--- src/rtl/edge_detector_nch.sv ---
// rtl/edge_detector_nch.sv - multi-channel synchronised, debounced edge detector with sticky flags
// Each channel: sync chain -> debounce counter/accepted level -> registered ticks and sticky flag.

module edge_detector_nch #(
  parameter int CHANNELS        = 4,
  parameter int SYNC_STAGES     = 2,
  parameter int DEBOUNCE_CYCLES = 4
) (
  input  logic                    clk,
  input  logic                    reset,
  input  logic [CHANNELS-1:0]     level,
  input  logic [2*CHANNELS-1:0]   mode,
  input  logic [CHANNELS-1:0]     flag_clr,
  output logic [CHANNELS-1:0]     rise_tick,
  output logic [CHANNELS-1:0]     fall_tick,
  output logic [CHANNELS-1:0]     edge_tick,
  output logic [CHANNELS-1:0]     event_flags
);

  localparam int CW = (DEBOUNCE_CYCLES > 1) ? $clog2(DEBOUNCE_CYCLES) : 1;
  localparam logic [CW-1:0] LAST_CNT = CW'(DEBOUNCE_CYCLES - 1);

  genvar i;
  for (i = 0; i < CHANNELS; i++) begin : g_ch
    logic [SYNC_STAGES-1:0] r_sync;
    logic [SYNC_STAGES-1:0] w_sync_next;
    logic                   r_acc;
    logic [CW-1:0]          r_cnt;
    logic                   r_rise;
    logic                   r_fall;
    logic                   r_edge;
    logic                   r_flag;
    logic                   w_s;
    logic                   w_last;
    logic                   w_rise;
    logic                   w_fall;

    if (SYNC_STAGES > 1) begin : g_chain
      assign w_sync_next = {r_sync[SYNC_STAGES-2:0], level[i]};
    end else begin : g_single
      assign w_sync_next = level[i];
    end

    assign w_s    = r_sync[SYNC_STAGES-1];
    assign w_last = (r_cnt == LAST_CNT);
    // Acceptance happens on the D-th consecutive edge where s differs from the accepted level.
    assign w_rise = w_s & ~r_acc & w_last;
    assign w_fall = ~w_s & r_acc & w_last;

    always_ff @(posedge clk or posedge reset) begin
      if (reset) begin
        r_sync <= '0;
        r_acc  <= 1'b0;
        r_cnt  <= '0;
        r_rise <= 1'b0;
        r_fall <= 1'b0;
        r_edge <= 1'b0;
        r_flag <= 1'b0;
      end else begin
        r_sync <= w_sync_next;
        if (w_s == r_acc) begin
          r_cnt <= '0;
        end else if (w_last) begin
          r_acc <= w_s;
          r_cnt <= '0;
        end else begin
          r_cnt <= r_cnt + CW'(1);
        end
        r_rise <= w_rise;
        r_fall <= w_fall;
        r_edge <= (w_rise & mode[2*i]) | (w_fall & mode[2*i+1]);
        // Set wins over a coincident clear.
        r_flag <= r_edge | (r_flag & ~flag_clr[i]);
      end
    end

    assign rise_tick[i]   = r_rise;
    assign fall_tick[i]   = r_fall;
    assign edge_tick[i]   = r_edge;
    assign event_flags[i] = r_flag;
  end

endmodule

--- config.mk ---
export PLATFORM = sky130hd
export DESIGN_NAME = edge_detector_nch
export DESIGN_NICKNAME = d
export VERILOG_FILES = /design/src/rtl/edge_detector_nch.sv
export SDC_FILE = /design/constraint.sdc
export NUM_CORES = 1
export LEC_CHECK = 0
export CELL_PAD_IN_SITES_DETAIL_PLACEMENT = 0
export CELL_PAD_IN_SITES_GLOBAL_PLACEMENT = 1
export CORE_MARGIN = 4
export CORE_UTILIZATION = 30
export CTS_CLUSTER_DIAMETER = 60
export CTS_CLUSTER_SIZE = 25
export DETAILED_ROUTE_END_ITERATION = 10
export PLACE_DENSITY = 0.67
export SLEW_MARGIN = 40
export SYNTH_ARGS = -nofsm -noshare
export SYNTH_HDL_FRONTEND = slang
export SYNTH_SLANG_ARGS = --single-unit
--- constraint.sdc ---
create_clock -name clk -period 2.7 [get_ports clk]
set_input_delay 0.54 -clock clk [delete_from_list [all_inputs] [get_ports clk]]
set_output_delay 0.54 -clock clk [all_outputs]
set_load 0.02 [all_outputs]
==> metrics.yaml, run 1 <==
design_area_sq_um: 1890
fillers: 472
clockRootBuffer: "clkbuf_8"
final_layout_size_suffix_gt1_share_pct: 8.63
dpl.hpwl_mm: 1.73
multi_input_area_sq_um: 420
cts_tree: "yes"
cp-start-kind: "flip-flop"
max_slew_margin_pct: 70.2
power_switching_mw: 0.404
yosysSeqAreaShare_pct: 60.5
critical_path_cell_count: 1
grt-ovfl-total: 0
syn-num-nets: 144
syn_avg_cell_area_sq_um: 13.2
cts_hold_buffers: 0
min_period_over_period_pct: 66.2
diodes: 0
fmax_ghz: 0.559
place_inst: 198
ff_latch_area_sq_um: 901
final_max_slew_viol_count: 0
globalRouteTotalUtil_pct: 8.25
tightest_slew_ps: 447
r2r_cells: 4
p_leak_nw: 0.931
drtIter0Drc: 31
wl_per_cell_um: 11.0
synth_cell_types: 14
rsz0062_at_grt: "no"
die_w_um: 78.5
critPathTopFamily: "buffers and inverters"
avgViaCountPerCell: 3.90
synth_commonest_cells: "36 x dfrtp_1, 16 x buf_4, 13 x ha_1, 13 x inv_1, 8 x nor2b_1"
grt_pass1_vias: 844
initial_utilization_pct: 31.3
hp-class: "flip-flop to flip-flop"
clock_latency_ps: 280
synth_top_area_share_pct: 60.5
h-tree-depth: 2
place_congestion: 0.678
firstDrtPassIters: 4
wl_mm: 2.26
comb_power_share_pct: 23.7
synth-seq-cells: 36
p_per_area_nw_per_um2: 755
ir_drop_uv: 394
grt_pass1_wl_mm: 3.82
cts_setup_buffers: 0
power.internal_mw: 1.02
clockBufferDepth: 2
synth.most_common_cell: "dfrtp_1"
dpl-instance-area_sq_um: 1790
synth_edf_count: 0
setup_viol: 0
worstPathRequired_ps: 2160
cts_resized: 0
crit_chain: "clkdlybuf4s50_1"
seqPwrFrac_pct: 48.5
cpMaxStageDelayCell: "clkdlybuf4s50_1"
cp-end-kind: "output port"
vias: 803
finalNonFillerCells: 206
portBuffers: 33
cts_sinks: 36
antenna_found_initial: 0
path_clk_slew_ps: 70
rows: 25
path_max_fanout: 2
drv_cap: 0
syn_to_final_growth_pct: 26.8
status: "completed"
ant_nets: 0
synthFlopType: "dfrtp_1"
max_stage_delay_ps: 610
cts_buffers: 5
core_sq_um: 4750
dieArea_sq_um: 6160
critPathArrivalTime_ps: 1250
drc_errors: 0
die_h_um: 78.5
critical_path_class: "flip-flop to output port"
synth.largest_area_cell: "dfrtp_1"
synth_warnings: 0
syn-cell-area_sq_um: 1490
worstHoldPathCells: 0
synthTopCellsByArea: "dfrtp_1 60%, ha_1 11%, buf_4 8.1%, nor2b_1 3.4%, inv_1 3.3%"
power.share.clock_pct: 27.8
finalCriticalPeriod_ps: 1790
hold_violations: 0
ys_async_sr_fraction_pct: 100
path_buf_inv: 1
layout.nets: 169
syn_inst: 113
setup-tns-final_ps: 0
io_pins: 34
fin_skew_ps: 5.78
grt_max_degree: 37
swShare_pct: 28.3
==> area by class of cell <==
class                           instances  area share (%)
Sequential cell                        36            47.7
Multi-Input combinational cell         48            22.3
Timing Repair Buffer                   34            17.9
Tap cell                               67            4.44
Clock buffer                            6            4.37
Inverter                               13            2.58
Clock inverter                          2           0.795
==> layer usage <==
layer	vias up	wire, um	GRT usage (%)
met2	30	1040	12.2
met5	-	0	0
met4	0	26	3.15
met3	4	189	4.93
li1	390	-	-
met1	379	1000	9.83
==> state kept, by name, indices dropped and copies added, names as in the netlist <==
name         cells
g_ch.r_cnt       8
g_ch.r_sync      8
g_ch.r_acc       4
g_ch.r_edge      4
g_ch.r_fall      4
g_ch.r_flag      4
g_ch.r_rise      4
==> worst paths after layout <==
kind / from / end / slack [ps]
worst max register to register: g_ch[0].r_sync[1] / g_ch[0].r_acc / 1540
worst min-delay path: g_ch[0].r_sync[0] / g_ch[0].r_sync[1] / 350
min in group asynchronous: reset / g_ch[2].r_sync[0] / 650
max in group asynchronous: reset / g_ch[1].r_rise / 1730
worst max-delay path: g_ch[3].r_edge / edge_tick[3] / 910
worst min register to register: g_ch[0].r_sync[0] / g_ch[0].r_sync[1] / 350
==> through the flow <==
step	hold slack (ps)	setup WS, ps	util (%)	total power, mW
after floorplan	331	1360	-	0.947
after global placement	333	1200	37.7	1.02
after detailed placement	335	1200	37.7	1.05
after CTS	352	878	39.7	1.46
after global routing	359	833	39.7	1.53
final	350	912	39.7	1.43
==> placed cells by master, fill, tap and decap left out <==
| cell | n |
|---|---|
| inv_1 | 13 |
| a22oi_1 | 3 |
| and2_1 | 7 |
| nor2b_4 | 2 |
| nor3_1 | 4 |
| buf_4 | 1 |
| nor2b_1 | 8 |
| clkdlybuf4s50_1 | 33 |
| a21o_1 | 4 |
| a22o_1 | 1 |
| mux2i_1 | 4 |
| dfrtp_1 | 36 |
| ha_1 | 13 |
| clkinvlp_4 | 2 |
| and2_4 | 1 |
| clkbuf_8 | 6 |
| nand2b_1 | 1 |
==> logic make-up (layout without fill, tap and decap cells) <==
kind of cell | count (synthesis) | count (layout) | share of synthesized area [%]
buf+inv | 29 | 55 | 11.3
compound gates | 8 | 8 | 4.11
flops | 36 | 36 | 60.5
mux | 4 | 4 | 2.69
simple gates | 23 | 23 | 10.5
fa+ha+maj | 13 | 13 | 10.9
==> power by group through the flow <==
| stage | logic [mW] | clock network, mW | registers, mW |
|---|---|---|---|
| final | 0.337 | 0.396 | 0.692 |
| after floorplan | 0.258 | 0 | 0.689 |
| after global placement | 0.323 | 0 | 0.695 |
| after global routing | 0.385 | 0.443 | 0.706 |
| after CTS | 0.347 | 0.415 | 0.694 |
| after detailed placement | 0.345 | 0 | 0.704 |
No activity file was read; power rests on OpenSTA's default activity.
==> run 2, diff against run 1 <==
Clock period 2.7 ns to 1.8 ns, I/O delays scaled along.
==> results of run 2 <==
The final DEF is identical to that of run 1. Status: completed.
Among the figures that moved: setup slack after placement 1200 ps -> 480 ps; setup slack after layout 912 ps -> 192 ps; register-to-register setup slack 1540 ps -> 640 ps; total power 1.43 mW -> 2.14 mW; worst IR drop on VDD 394 uV -> 592 uV
==> run 3, diff against run 2 <==
Settings changed: CORE_UTILIZATION 30 to 37, PLACE_DENSITY 0.67 to 0.79.
==> metrics.yaml, run 3 (synthesis results as in run 1) <==
h-tree-depth: 2
critical_path_cell_count: 1
wl_per_cell_um: 11.2
r2r_cells: 4
swShare_pct: 26.5
core_sq_um: 3770
setup-tns-final_ps: 0
setup_viol: 0
r2r-end: "g_ch[3].r_acc"
status: "completed"
cp-start-kind: "flip-flop"
drc_errors: 0
power.internal_mw: 1.57
design_area_sq_um: 1870
clock_latency_ps: 280
path_clk_slew_ps: 60
tightest_slew_ps: 274
place_congestion: 0.708
globalRouteTotalUtil_pct: 9.29
diodes: 0
p_leak_nw: 0.942
power.total_mw: 2.13
path_buf_inv: 1
layout_commonest_cell: "dfrtp_1"
pre_cts_ws_ps: 481
cts_hold_buffers: 0
fin_skew_ps: 3.00
dpl.hpwl_mm: 1.69
initial_utilization_pct: 39.5
ir_drop_uv: 556
path_max_fanout: 2
power_switching_mw: 0.563
final_cell_mix: "36 x dfrtp_1, 33 x clkdlybuf4s50_1, 13 x inv_1, 13 x ha_1, 8 x nor2b_1"
hold_violations: 0
clockBufferDepth: 2
comb_power_share_pct: 23.9
critPathTopFamily: "buffers and inverters"
critPathCapture: "event_flags[1]"
max_stage_delay_ps: 610
grt_max_degree: 24
wl_mm: 2.09
max_slew_margin_pct: 81.7
syn_to_final_growth_pct: 25.6
top_regs: "g_ch.r_cnt: 8 flops, g_ch.r_sync: 8 flops"
layout.nets: 170
min_period_over_period_pct: 89.3
seqPwrFrac_pct: 48.8
rsz0062_at_grt: "no"
antenna_found_initial: 0
fillers: 337
dpl-instance-area_sq_um: 1780
cts_sinks: 36
rows: 22
r2r-start: "g_ch[3].r_sync[1]"
dieArea_sq_um: 5110
startpoint: "g_ch[1].r_flag"
clockRootBuffer: "clkbuf_8"
power.share.clock_pct: 27.4
portBuffers: 33
die_h_um: 71.5
grt_pass1_vias: 878
io_pins: 34
p_per_area_nw_per_um2: 1140
hp-class: "flip-flop to flip-flop"
firstDrtPassIters: 2
cts_resized: 0
worstPathRequired_ps: 1440
final_layout_size_suffix_gt1_share_pct: 8.63
cts_tree: "yes"
drtIter0Drc: 9
critPathArrivalTime_ps: 1250
finalCriticalPeriod_ps: 1610
ant_nets: 0
vias: 816
die_w_um: 71.5
grt-ovfl-total: 0
reg2reg_slack_ps: 640
cp-end-kind: "output port"
grt_pass1_wl_mm: 3.63
final_core_util_pct: 49.6
fmax_ghz: 0.622
drv_cap: 0
cts_buffers: 5
cts_setup_buffers: 0
setup_ws_ps: 192
final_max_slew_viol_count: 0
crit_chain: "clkdlybuf4s50_1"
avgViaCountPerCell: 4.36
critical_path_class: "flip-flop to output port"
cpMaxStageDelayCell: "clkdlybuf4s50_1"
## run 3: layout make-up
type	count	area, sq um	share of cell area [%]
clock buffers	7	96.3	5.15
inverters	13	48.8	2.61
multi-input cells	48	420	22.5
flip-flops and latches	36	901	48.1
well taps	48	60.1	3.21
repair buffers	35	345	18.4
## run 3: stage by stage
step / cells / hold slack (ps)
2_1_floorplan: 113 / 331
3_3_place_gp: 180 / 333
3_5_place_dp: 180 / 340
4_1_cts: 187 / 355
5_1_grt: 187 / 357
6_report: 187 / 353
## run 3: how the worst min path moves through the flow
stage / startpoint / to / slack [ps] / cells after the start
4_1_cts: g_ch[0].r_sync[0] / g_ch[0].r_sync[1] / 350 / 0
5_1_grt: g_ch[3].r_sync[0] / g_ch[3].r_sync[1] / 360 / 0
3_3_place_gp: g_ch[0].r_sync[0] / g_ch[0].r_sync[1] / 330 / 0
6_report: g_ch[3].r_sync[0] / g_ch[3].r_sync[1] / 350 / 0
2_1_floorplan: g_ch[0].r_sync[0] / g_ch[0].r_sync[1] / 330 / 0
3_5_place_dp: g_ch[0].r_sync[0] / g_ch[0].r_sync[1] / 340 / 0
## run 3: metal layers
| metal | GRT usage, % | up-vias | part of all wire, % |
|---|---|---|---|
| met5 | 0 | - | 0 |
| met4 | 6.26 | 0 | 2.2 |
| met3 | 3.51 | 5 | 7.5 |
| met2 | 15.1 | 30 | 50 |
| met1 | 10.0 | 388 | 40 |
| li1 | - | 393 | - |
## run 3: power groups by stage
| stage | registers [mW] | clock network (mW) | logic [mW] |
|---|---|---|---|
| 6_report | 1.04 | 0.583 | 0.508 |
| 5_1_grt | 1.05 | 0.646 | 0.585 |
| 4_1_cts | 1.04 | 0.612 | 0.524 |
| 3_5_place_dp | 1.06 | 0 | 0.520 |
| 3_3_place_gp | 1.04 | 0 | 0.488 |
| 2_1_floorplan | 1.03 | 0 | 0.388 |
==> patch 1: new RTL, flow settings as in run 2 <==
Put one more register stage on the output `event_flags`, cleared by the reset. The value now appears one clock later. The other outputs are not delayed to match.
--- a/src/rtl/edge_detector_nch.sv
+++ b/src/rtl/edge_detector_nch.sv
@@ -21,2 +21,4 @@
   localparam logic [CW-1:0] LAST_CNT = CW'(DEBOUNCE_CYCLES - 1);
+
+  logic [CHANNELS-1:0] event_flags_d;
 
@@ -79,3 +81,11 @@
     assign edge_tick[i]   = r_edge;
-    assign event_flags[i] = r_flag;
+    assign event_flags_d[i] = r_flag;
+  end
+
+  always_ff @(posedge clk or posedge reset) begin
+    if (reset) begin
+      event_flags <= '0;
+    end else begin
+      event_flags <= event_flags_d;
+    end
   end
Formal check against the unedited RTL: not equivalent (a bounded check fails within 10 cycles, from zero or initial values and one cycle with reset high).
==> patch 1 against run 2 <==
- area after synthesis grew 4.7%
- total power grew 2.3%
- largest power group unchanged
- sequential cell count grew 4
- wire length shrank 2.8%
- critical path depth is the same
- synthesized cell count is the same
- sequential share of layout area grew 2.8 points
- setup slack gained 0.0086 ns
- cell area grew 4.9%
- via count grew 5.6%
- cell count grew 1.5%
- highest routed layer unchanged
- non-clock buffer count is the same
- count of clock-buffer cells in the layout is the same
==> patch 1: results (changes against run 2) <==
The tools report the routability-driven placement congestion ratio as 0.717 (+5.9%). The fraction of the yosys area taken by sequential cells was 64.2% (+3.7 points); the number of global-route vias before repair was 890 (+5.5%). The logs give 8.81% (-1.0 points) for the met1 track utilization from global routing and 4.04% (-0.90 points) for the met3 usage. In the synthesized netlist, the cells that appear most often are sky130_fd_sc_hd__dfrtp_1, sky130_fd_sc_hd__inv_1, sky130_fd_sc_hd__buf_4, sky130_fd_sc_hd__ha_1, sky130_fd_sc_hd__and2_1.

The logs give 215 microns (+14%) for the met3 wirelength from detailed routing and 548 uV (-7.4%) for the worst voltage drop across the vdd grid. The multiplexer area fraction after synthesis is 2.57% (-0.12 points), and the routed length per placed instance is 10.5 microns (-4.2%). The final critical-path required period was 1.60 ns (-0.00862 ns). Ranked by total cell area, the synthesized netlist is headed by sky130_fd_sc_hd__dfrtp_1, sky130_fd_sc_hd__ha_1, sky130_fd_sc_hd__buf_4, sky130_fd_sc_hd__and2_1, sky130_fd_sc_hd__inv_1.

The run gives 843 microns (-16%) as the length of routed wiring on met1. The logs give 8.19% (-0.058 points) for the combined global-route utilization of all metal layers and 209 (+1.5%) for the count of non-filler cells in the finished layout. The proportion of cell area spent on the clock network is 3.91% (-1.3 points). The ratio of routed vias to standard cells was 4.06 (+4.1%). The sum of net half-perimeters after detailed placement is 1720 microns (-0.39%), and the area fraction in compound gates after synthesis is 3.85% (-0.26 points). The mean instance size in the synthesized netlist was 13.8 sq um (+4.7%); the placed instance count was 202 (+2.0%). The area of placed instances was 1900 sq um (+6.3%).

The met2 usage came out at 12.8% (+0.67 points). The run finished with clean final reports. The post-layout net count was 172 (+1.8%); the fraction of final layout cells sized beyond drive strength 1 was 7.75% (-0.89 points). The utilization after layout came out at 40.6% (+0.88 points). The synthesized-area fraction occupied by adder cells is 9.62% (-1.3 points). The count of routing violations after the opening detailed-route iteration came out at 33 (+6.5%).
==> patch 1: power by group through the flow <==
stage	sequential, mW	clock [mW]	combinational, mW
global placement	1.14	0	0.513
global route	1.15	0.596	0.608
finish	1.13	0.535	0.519
floorplan	1.15	0	0.378
detailed placement	1.15	0	0.531
CTS	1.14	0.561	0.533
==> patch 1: cell families after synthesis <==
kind of cell	Yosys count
adders and majority gates	12
AOI/OAI and AO/OA	8
DFF	40
buffers and inverters	25
muxes	4
and+or+nand+nor	24
==> patch 1: worst reg2reg max path: stages, from the launching register on <==
cell and delay, ns:
sky130_fd_sc_hd__dfrtp_1 0.35, sky130_fd_sc_hd__inv_1 0.06, sky130_fd_sc_hd__ha_1 0.36, sky130_fd_sc_hd__nor2b_4 0.13, sky130_fd_sc_hd__mux2i_1 0.18
==> patch 2: new RTL, settings of run 2 <==
Made on the original files. Set the parameter `DEBOUNCE_CYCLES` to 8 (it was 4).
--- a/src/rtl/edge_detector_nch.sv
+++ b/src/rtl/edge_detector_nch.sv
@@ -6,3 +6,3 @@
   parameter int SYNC_STAGES     = 2,
-  parameter int DEBOUNCE_CYCLES = 4
+  parameter int DEBOUNCE_CYCLES = 8
 ) (
Formal check against the unedited RTL: not equivalent (Yosys sat finds a counterexample within 10 cycles, from zero or initial values and one cycle with reset high).
==> patch 2 against run 2 <==
- register-to-register slack worse by 0.13 ns
- area after synthesis up 12%
- die area up 11%
- largest power group unchanged
- first-iteration DRC count down 9.7%
- cell area up 10%
- setup slack better by 0.0095 ns
- sequential cell count up 4
- total power down 9.5%
- clock skew down 0.0039 ns
- via count up 12%
- wire length up 6.4%
- largest cell class unchanged
- count of clock-buffer cells in the layout up 2
- critical endpoint is now edge_tick[0]
- global-route usage up 0.40 points
==> patch 2: results (changes against run 2) <==
The tools report the total via count in the routed design as 901 (+12%). The worst voltage drop across the vdd grid came out at 368 uV (-38%). The synthesized net count is 160 (+11%), and the routability-driven placement congestion ratio is 0.670 (-1.2%). In this run the worst setup path begins at g_ch[0].r_edge.

Placed instance count: 213 (+7.6%). The count of TritonRoute iterations in the first routing pass came out at 6 (+2). The tools report the sum of net half-perimeters after detailed placement as 1870 microns (+7.9%). The count of routing violations after the opening detailed-route iteration was 28 (-9.7%). The fraction of final layout cells sized beyond drive strength 1 was 7.95% (-0.69 points).

The logs give 4350 microns (+14%) for the wire length of the first global-routing pass and 125 (+11%) for the count of mapped cells out of synthesis. The worst max-slew margin expressed relative to the limit is 84.8% (+15 points). The worst clock skew was 0.00184 ns (-0.00394 ns). The internal reg-to-reg setup slack came out at 0.51 ns (-0.13 ns). By count the netlist is led by sky130_fd_sc_hd__dfrtp_1, sky130_fd_sc_hd__ha_1, sky130_fd_sc_hd__buf_4. The worst hold margin is 0.349 ns (-0.000666 ns), and the maximum number of pins on one net before global-route repair is 41 (+11%). The post-placement worst setup slack is 0.489 ns (+0.00911 ns). In the final layout, the registers with the most flip-flops are g_ch.r_cnt: 12 flops, g_ch.r_sync: 8 flops.

The static leakage power came out at 1.05 nW (+13%). The run finished with clean final reports. The final critical-path required period came out at 1.60 ns (-0.00947 ns). The tools report the switching power as 452 uW (-25%). Detailed-route wire length: 2400 microns (+6.4%).

Sorting the synthesized cells by area gives the leading types as sky130_fd_sc_hd__dfrtp_1, sky130_fd_sc_hd__ha_1, sky130_fd_sc_hd__buf_4, sky130_fd_sc_hd__inv_1, sky130_fd_sc_hd__nor2b_1. The post-layout net count came out at 185 (+9.5%). The area of placed instances is 1990 sq um (+11%).

Launching point of the worst reg2reg path: g_ch[3].r_cnt[0].
-- patch 2: worst paths after layout --
check                                          to  cells after the start
worst max-delay path                 edge_tick[0]                      1
worst min register to register  g_ch[3].r_sync[1]                      0
worst min-delay path            g_ch[3].r_sync[1]                      0
min in group asynchronous       g_ch[2].r_sync[0]                      3
worst max register to register     g_ch[3].r_edge                      4
max in group asynchronous          g_ch[2].r_edge                      3
-- patch 2: power by group through the flow --
stage | logic, mW | registers [mW] | clock network [mW]
2_1_floorplan | 0.199 | 1.06 | 0
3_3_place_gp | 0.270 | 1.07 | 0
3_5_place_dp | 0.299 | 1.08 | 0
4_1_cts | 0.300 | 1.07 | 0.614
5_1_grt | 0.346 | 1.07 | 0.664
6_report | 0.287 | 1.06 | 0.585
-- patch 2: layer usage --
layer	global-route usage, %	up-vias	share of wire, %
met3	4.01	5	8.0
li1	-	432	-
met4	3.43	0	1.6
met1	8.12	433	39
met2	16.1	31	51
met5	0	-	0
-- patch 2: cell families (layout without fill, tap and decap cells) --
logic type / Yosys count / in the layout / synth area share, %
muxes: 4 / 4 / 2.39
buffers and inverters: 29 / 55 / 10.1
DFF: 40 / 40 / 59.8
adders and majority gates: 17 / 17 / 12.7
AOI/OAI and AO/OA: 8 / 8 / 3.66
and+or+nand+nor: 27 / 27 / 11.4
-- patch 2: cell type report --
type	instances	area, sq um	share of cell area (%)
Tap cell	70	87.6	4.21
Inverter	13	48.8	2.34
Multi-Input combinational cell	56	504	24.2
Clock buffer	8	90.1	4.33
Timing Repair Buffer	34	350	16.8
Sequential cell	40	1000	48.1
